===== src/rtl/sha256_t1_accum.sv =====
// rtl/sha256_t1_accum.sv - SHA-256 T1 five-operand accumulator built around one shared carry-select adder

// 32-bit carry-select adder: eight 4-bit lookahead blocks, each precomputed for carry-in 0 and 1
module adder_csla_cla (
    input  logic [31:0] a,
    input  logic [31:0] b,
    input  logic        cin,
    output logic [31:0] sum,
    output logic        cout
);

    function automatic logic [4:0] cla4(input logic [3:0] x, input logic [3:0] y, input logic c0);
        logic [3:0] g;
        logic [3:0] p;
        logic       c1;
        logic       c2;
        logic       c3;
        logic       c4;
        g  = x & y;
        p  = x ^ y;
        c1 = g[0] | (p[0] & c0);
        c2 = g[1] | (p[1] & g[0]) | (p[1] & p[0] & c0);
        c3 = g[2] | (p[2] & g[1]) | (p[2] & p[1] & g[0]) | (p[2] & p[1] & p[0] & c0);
        c4 = g[3] | (p[3] & g[2]) | (p[3] & p[2] & g[1]) | (p[3] & p[2] & p[1] & g[0])
           | (p[3] & p[2] & p[1] & p[0] & c0);
        return {c4, p ^ {c3, c2, c1, c0}};
    endfunction

    // Block results for both carry-ins are formed in parallel; the ripple only drives the selects
    always_comb begin
        logic       carry;
        logic [4:0] r0;
        logic [4:0] r1;
        logic [4:0] sel;
        sum   = '0;
        carry = cin;
        for (int blk = 0; blk < 8; blk++) begin
            r0    = cla4(a[blk*4 +: 4], b[blk*4 +: 4], 1'b0);
            r1    = cla4(a[blk*4 +: 4], b[blk*4 +: 4], 1'b1);
            sel   = carry ? r1 : r0;
            sum[blk*4 +: 4] = sel[3:0];
            carry = sel[4];
        end
        cout = carry;
    end

endmodule

module sha256_t1_accum #(
    parameter int WIDTH = 32
) (
    input  logic             i_clk,
    input  logic             i_rst,
    input  logic             i_valid,
    output logic             o_ready,
    input  logic [WIDTH-1:0] i_h,
    input  logic [WIDTH-1:0] i_sigma1,
    input  logic [WIDTH-1:0] i_ch,
    input  logic [WIDTH-1:0] i_k,
    input  logic [WIDTH-1:0] i_w,
    output logic             o_valid,
    input  logic             i_ready,
    output logic [WIDTH-1:0] o_t1,
    output logic [2:0]       o_carries
);

    typedef enum logic [1:0] {
        IDLE  = 2'd0,
        ACCUM = 2'd1,
        DONE  = 2'd2
    } state_t;

    state_t           state;
    logic [1:0]       step;
    logic [WIDTH-1:0] acc;
    logic [WIDTH-1:0] hold_sigma1;
    logic [WIDTH-1:0] hold_ch;
    logic [WIDTH-1:0] hold_k;
    logic [WIDTH-1:0] hold_w;
    logic [WIDTH-1:0] operand;
    logic [WIDTH-1:0] add_sum;
    logic             add_cout;

    // Pick the held operand for the current step: sigma1, ch, k, w
    always_comb begin
        operand = hold_sigma1;
        case (step)
            2'd0: operand = hold_sigma1;
            2'd1: operand = hold_ch;
            2'd2: operand = hold_k;
            2'd3: operand = hold_w;
            default: operand = hold_sigma1;
        endcase
    end

    adder_csla_cla u_adder (
        .a    (acc),
        .b    (operand),
        .cin  (1'b0),
        .sum  (add_sum),
        .cout (add_cout)
    );

    assign o_t1 = acc;

    // Accept in IDLE, fold one operand per cycle in ACCUM, hold the result in DONE until consumed
    always_ff @(posedge i_clk or posedge i_rst) begin
        if (i_rst) begin
            state       <= IDLE;
            step        <= 2'd0;
            acc         <= '0;
            hold_sigma1 <= '0;
            hold_ch     <= '0;
            hold_k      <= '0;
            hold_w      <= '0;
            o_carries   <= 3'd0;
            o_valid     <= 1'b0;
            o_ready     <= 1'b1;
        end else begin
            case (state)
                IDLE: begin
                    if (i_valid) begin
                        hold_sigma1 <= i_sigma1;
                        hold_ch     <= i_ch;
                        hold_k      <= i_k;
                        hold_w      <= i_w;
                        acc         <= i_h;
                        step        <= 2'd0;
                        o_carries   <= 3'd0;
                        o_ready     <= 1'b0;
                        state       <= ACCUM;
                    end
                end
                ACCUM: begin
                    acc       <= add_sum;
                    o_carries <= o_carries + {2'b00, add_cout};
                    step      <= step + 2'd1;
                    if (step == 2'd3) begin
                        o_valid <= 1'b1;
                        state   <= DONE;
                    end
                end
                DONE: begin
                    if (i_ready) begin
                        o_valid <= 1'b0;
                        o_ready <= 1'b1;
                        state   <= IDLE;
                    end
                end
                default: begin
                    o_valid <= 1'b0;
                    o_ready <= 1'b1;
                    state   <= IDLE;
                end
            endcase
        end
    end

endmodule

===== config.mk =====
export PLATFORM = sky130hd
export DESIGN_NAME = sha256_t1_accum
export DESIGN_NICKNAME = d
export VERILOG_FILES = /design/src/rtl/sha256_t1_accum.sv
export SDC_FILE = /design/constraint.sdc
export NUM_CORES = 1
export LEC_CHECK = 0
export ABC_AREA = 1
export BUFFER_PORTS_ARGS = -buffer_cell sky130_fd_sc_hd__buf_4
export CAP_MARGIN = 0
export CORE_MARGIN = 1
export CORE_UTILIZATION = 45
export CTS_CLUSTER_SIZE = 10
export DETAILED_ROUTE_END_ITERATION = 7
export PLACE_DENSITY = 0.69
export SYNTH_ARGS = -nofsm -noshare
export SYNTH_HDL_FRONTEND = slang
export SYNTH_SLANG_ARGS = --single-unit

===== constraint.sdc =====
create_clock -name i_clk -period 9.24 [get_ports i_clk]
set_input_delay 1.386 -clock i_clk [delete_from_list [all_inputs] [get_ports i_clk]]
set_output_delay 1.386 -clock i_clk [all_outputs]
set_load 0.02 [all_outputs]

## Word level (Yosys, flattened, before mapping)

Cells that the tools add are included.

- Reduce and logical (&&, ||, !) cells: 8
- $add $sub $neg: 2
- Multiplexer cells: 24
- Bitwise logic cells: 202
- Equality and inequality tests: 8

Operator list:

| operator | number |
|---|---|
| $pmux W32 S4 | 1 |
| $and A1 B1 Y1 | 93 |
| $xor A4 B4 Y4 | 23 |
| $or A1 B1 Y1 | 76 |
| $pmux W32 S2 | 1 |
| $mux W5 | 7 |
| $and A4 B4 Y4 | 8 |
| $mux W32 | 1 |
| $reduce_and A3 Y1 | 3 |
| $mux W2 | 4 |
| $eq A2 B2 Y1 const B | 3 |
| $ne A2 B2 Y1 const B | 3 |
| $pmux W1 S3 | 2 |
| $pmux W2 S3 | 1 |
| $pmux W3 S2 | 1 |
| $eq A2 B1 Y1 const B | 2 |
| $logic_not A2 Y1 | 2 |
| $mux W1 | 4 |
| $pmux W2 S2 | 1 |
| $reduce_and A2 Y1 | 2 |
| $add A3 B1 Y3 | 1 |
| $mux W3 | 1 |
| $add A2 B1 Y2 const B | 1 |
| $not A1 Y1 | 2 |
| $reduce_bool A2 Y1 | 1 |

- Word-level logic and storage cells: 254
- Output and inout bits: 37
- Flip-flop bits (word level): 169

## Logic depth before layout (Yosys ltp)

- Word-level depth: 17
- Mapped depth: 31

## Cells and area by module

A second synthesis with hierarchy kept.

- Cells, all modules: 1293
- Area total of the unflattened synthesis: 9616.7 um2

Modules (own cells, without submodules):

| module | area each (um2) | cells an instance | times used |
|---|---|---|---|
| sha256_t1_accum | 7830.0 | 1020 | 1 |
| adder_csla_cla | 1786.7 | 273 | 1 |

## Worst setup path before layout

OpenSTA, ideal clock, no wires.

- Path type: flip-flop to flip-flop
- Start: reg step[0]
- End: reg o_carries[1]
- Clock period less this slack: 3824 ps
- Cell stages (with the launch flop): 28
- Data arrival time: 3703 ps
- Path slack: 5416 ps
- Path through: dfrtp_1 > inv_1 > ha_1 > clkbuf_1 > inv_1 > clkbuf_1 > o22ai_1 > a21oi_1 > a21oi_1 > ha_1 > or2_1 > nand2_2 > nand2_4 > nand2_4 > nand2_4 > nand2_4 > nand3_4 > nand2_2 > nand2_2 > nand3_1 > nand3_2 > nand3_2 > nand2_1 > nand2_1 > nand2_1 > ha_1 > ha_1 > a22o_1

- Longest elaborated chain between the ends: 17
- Elaborated cells between the ends (all ways): 108

RTL lines:

| what | line | text |
|---|---|---|
| start, declared | 74 | `logic [1:0] step;` |
| start signal, assigned | 137 | `step <= step + 2'd1;` |
| $eq A2 B2 Y1, or another cell as far along | 87 | `case (step)` |
| $pmux W32 S4 * | 87 |  |
| $xor A4 B4 Y4 / $and A4 B4 Y4 (equally long branches) | 20, 19 |  |
| $and A1 B1 Y1, on equally long branches | 24, 25 |  |
| $or A1 B1 Y1, or another cell as far along | 24 | `c4 = g[3] \| (p[3] & g[2]) \| (p[3] & p[2] & g[1]) \| (p[3] & p[2] & p[1] & g[0])` |
| $or A1 B1 Y1 / $and A1 B1 Y1 (equally long branches) | 24 |  |
| $or A1 B1 Y1 | 24 |  |
| $or A1 B1 Y1 | 25 | `\| (p[3] & p[2] & p[1] & p[0] & c0);` |
| $mux W5 (6 in a row) | 40 | `sel = carry ? r1 : r0;` |
| $mux W5 * | 40 |  |
| $add A3 B1 Y3 * | 136 | `o_carries <= o_carries + {2'b00, add_cout};` |
| $pmux W3 S2 * | 120 | `case (state)` |
| end signal, assigned | 136 |  |
| end, declared | 64 | `output logic [2:0] o_carries` |

Mark *: on every way between the ends. The rest lies on a longest branch, timed or not.
A chain may end at the register's enable or synchronous reset.

## Worst setup path after layout

- Start: reg step[0]
- End: reg o_carries[2]

The elaborated chain is that of the path after synthesis.

==> results.cfg <==
[global_routing]
grt_usage = 0.254
grt_first_pass_wirelength_um = 39900
grt_pass1_vias = 7638
overflow = 0
grt_max_degree = 108
antenna_found_initial = 0

[placement]
io_buffers = 200
place_inst = 1588
hpwl_um = 18500
gp_congestion = 0.880

[timing]
finalHoldViolCount = 0
setup_tns_ps = 0
setup_viol = 0
rsz0062_at_grt = no
maxSlewHeadroom = 0.336
tightest_slew_ps = 996
drv_slew = 0
max_freq_mhz = 212
fin_skew_ps = 7.60
timing.final.crit_share = 0.510
final.min_clock_period_ps = 4710

[worst_setup_path]
worstReg2RegEnd = o_carries[2]
r2r_cells = 25
worstReg2RegStart = step[0]
required_ps = 9550
r2r_slack_ps = 4530
path_max_fanout = 46
cp-start-kind = flip-flop
worstSetupEndpointType = flip-flop
path_class = reg -> reg
worstPathArrival_ps = 5020

[run_status]
outcome = finished, final reports clean

[floorplan]
num_rows = 51
die_area_sq_um = 20700
design.core.area_sq_um = 19600
num_io_pins = 201
die_h_um = 144
die_w_um = 144
start_util = 0.463

[cts]
cts_buffers = 17
root_buffer = clkbuf_16
ctsHoldBuffers = 0
cts_tree = yes
clk-insertion-delay-late_ps = 430
cts_setup_buffers = 0
ctsResizeCount = 0
cts_buffer_depth = 2
htree_num_levels = 4
path_clk_slew_ps = 70
clock-sinks = 169

[power_and_ir_drop]
p_int_mw = 2.73
leakagePower_nw = 6.00
p_sw_mw = 2.63
vdd.ir_drop.worst_uv = 211
seqPwrFrac = 0.252
netSwitchingFraction = 0.491
clkPwrFrac = 0.137
combPwrFrac = 0.611
power_density_nw_per_um2 = 472

[synthesis]
synth_top_area_share = 0.463
synth.distinct_cells = 38
yosys.area.top_type = dfrtp_1
synth-edff-count = 0
ys_ff_latch = 169
synth_commonest_cells = 458 x nand2_1, 168 x dfrtp_1, 97 x inv_1, 70 x nor2_1, 64 x a21oi_1
yosys.cell_count.top_type = nand2_1
avgSynthCellArea_sq_um = 7.73
synth_area_leaders = dfrtp_1 46%, nand2_1 19%, ha_1 6.2%
yosysSeqAreaShare = 0.466
yosys_warnings = 0
syn_inst = 1174
async_flop_share = 1.00
synth-main-ff-cell = dfrtp_1
syn_area_sq_um = 9080
synth_nets = 1384

[run]
maxCapViolCount = 0

[cells_and_area]
diodes = 0
area_delta_synth_final_pct = 25.2
seqCellArea_sq_um = 4230
fin_nets = 1552
multi_input_area_sq_um = 4270
finalNonFillerCells = 1620
drive_gt1_frac = 0.202
fillers = 1779

[routing]
viasPerCell = 5.06
routed_wl_um = 25400
dr_total_vias = 8203
drt-wirelength-per-cell_um = 15.7
firstDrtPassIters = 5
dr.first_iter.drc_count = 545
antenna_left = 0
drc = 0

[worst_hold_path]
hold_depth = 1
holdPathEnd = o_carries[2]
hold_class = reg -> reg
min_from = o_carries[2]
## flip-flops by register name, summed over array words and instances, names as in the netlist
signal	count
o_ready	1
hold_w	32
o_carries	3
hold_k	32
hold_ch	32
o_valid	1
step	2
o_t1	32
state	2
hold_sigma1	32
## metrics by stage
stage                     hold WS (ps)  total power, mW  instance area [sq um]   util  setup slack, ps
after floorplan                    449             3.75                   9080      -             3280
final                              479             5.37                  11400  0.580             4530
after detailed placement           466             4.61                  10800  0.549             4610
after global routing               486             5.87                  11400  0.580             4040
after CTS                          479             5.36                  11400  0.580             4610
after global placement             463             4.54                  10800  0.549             4760
## worst max path at each step
stage / startpoint / to / slack, ps / depth (start not counted)
after floorplan: i_rst / hold_ch[0] / 3280 / 1
after global placement: step[0] / o_carries[2] / 4760 / 25
after detailed placement: step[0] / o_carries[2] / 4610 / 25
after CTS: step[0] / o_carries[2] / 4610 / 25
after global routing: step[0] / o_carries[2] / 4040 / 25
final: step[0] / o_carries[2] / 4530 / 25
## cells by family (layout without fill, tap and decap cells)
kind of cell	after synthesis	count (layout)	share of synthesized area
and+or+nand+nor	597	597	0.270
AOI/OAI and AO/OA	194	194	0.124
DFF	169	169	0.466
buffers and inverters	157	338	0.0653
adders and majority gates	46	46	0.0642
xor gates and xnor gates	11	11	0.0106
## worst max-delay path, cell delays in order (launching register included)
cell     delay (ps)
dfrtp_1         420
inv_1           100
ha_1            670
inv_2           540
o22ai_1         430
inv_1            90
ha_1            320
nand4_1         150
nand2_4         150
nand2_4          70
nand2_4         100
nand2_4          70
nand3_4          80
nand3_1         140
nand3_4         160
nand3_2         130
nand3_2         110
nand2_1          50
nand2_1          80
nand2_1          60
ha_1            180
ha_1            170
inv_1            50
nor2_1           40
o21ai_0         180
a21oi_1          50
## layout by cell type, fill, tap and decap left out, drive strengths merged, types with 13 or more instances in the layout
cell    Yosys  layout
ha         45      45
a31oi      13      13
o21ai      62      62
inv        99     103
a21oi      67      67
o22ai      24      24
nor2       72      72
clkbuf     47      19
buf        10     206
nand2     471     471
dfrtp     168     168
nand3      43      43
## metal layers
layer / global-route usage / routed length [um] / up-vias
met4: 0.0677 / 333 / 0
met5: 0 / 0 / -
met3: 0.0427 / 1430 / 20
met2: 0.386 / 11300 / 251
li1: - / - / 4096
met1: 0.373 / 12300 / 3836
## power groups by stage
stage / registers [mW] / clock network (mW) / logic [mW]
6_report: 1.35 / 0.735 / 3.28
5_1_grt: 1.39 / 0.771 / 3.71
4_1_cts: 1.34 / 0.745 / 3.27
3_5_place_dp: 1.35 / 0 / 3.26
3_3_place_gp: 1.35 / 0 / 3.19
2_1_floorplan: 1.38 / 0 / 2.37
## cell type report
cell class / instances / area share
sequential: 169 / 0.372
clock buffer: 19 / 0.0381
tap: 265 / 0.0292
timing repair buffer: 206 / 0.136
multi-input combinational: 848 / 0.376
clock inverter: 13 / 0.0149
inverter: 100 / 0.0337
Note: power is estimated with default switching activity, not from simulation.
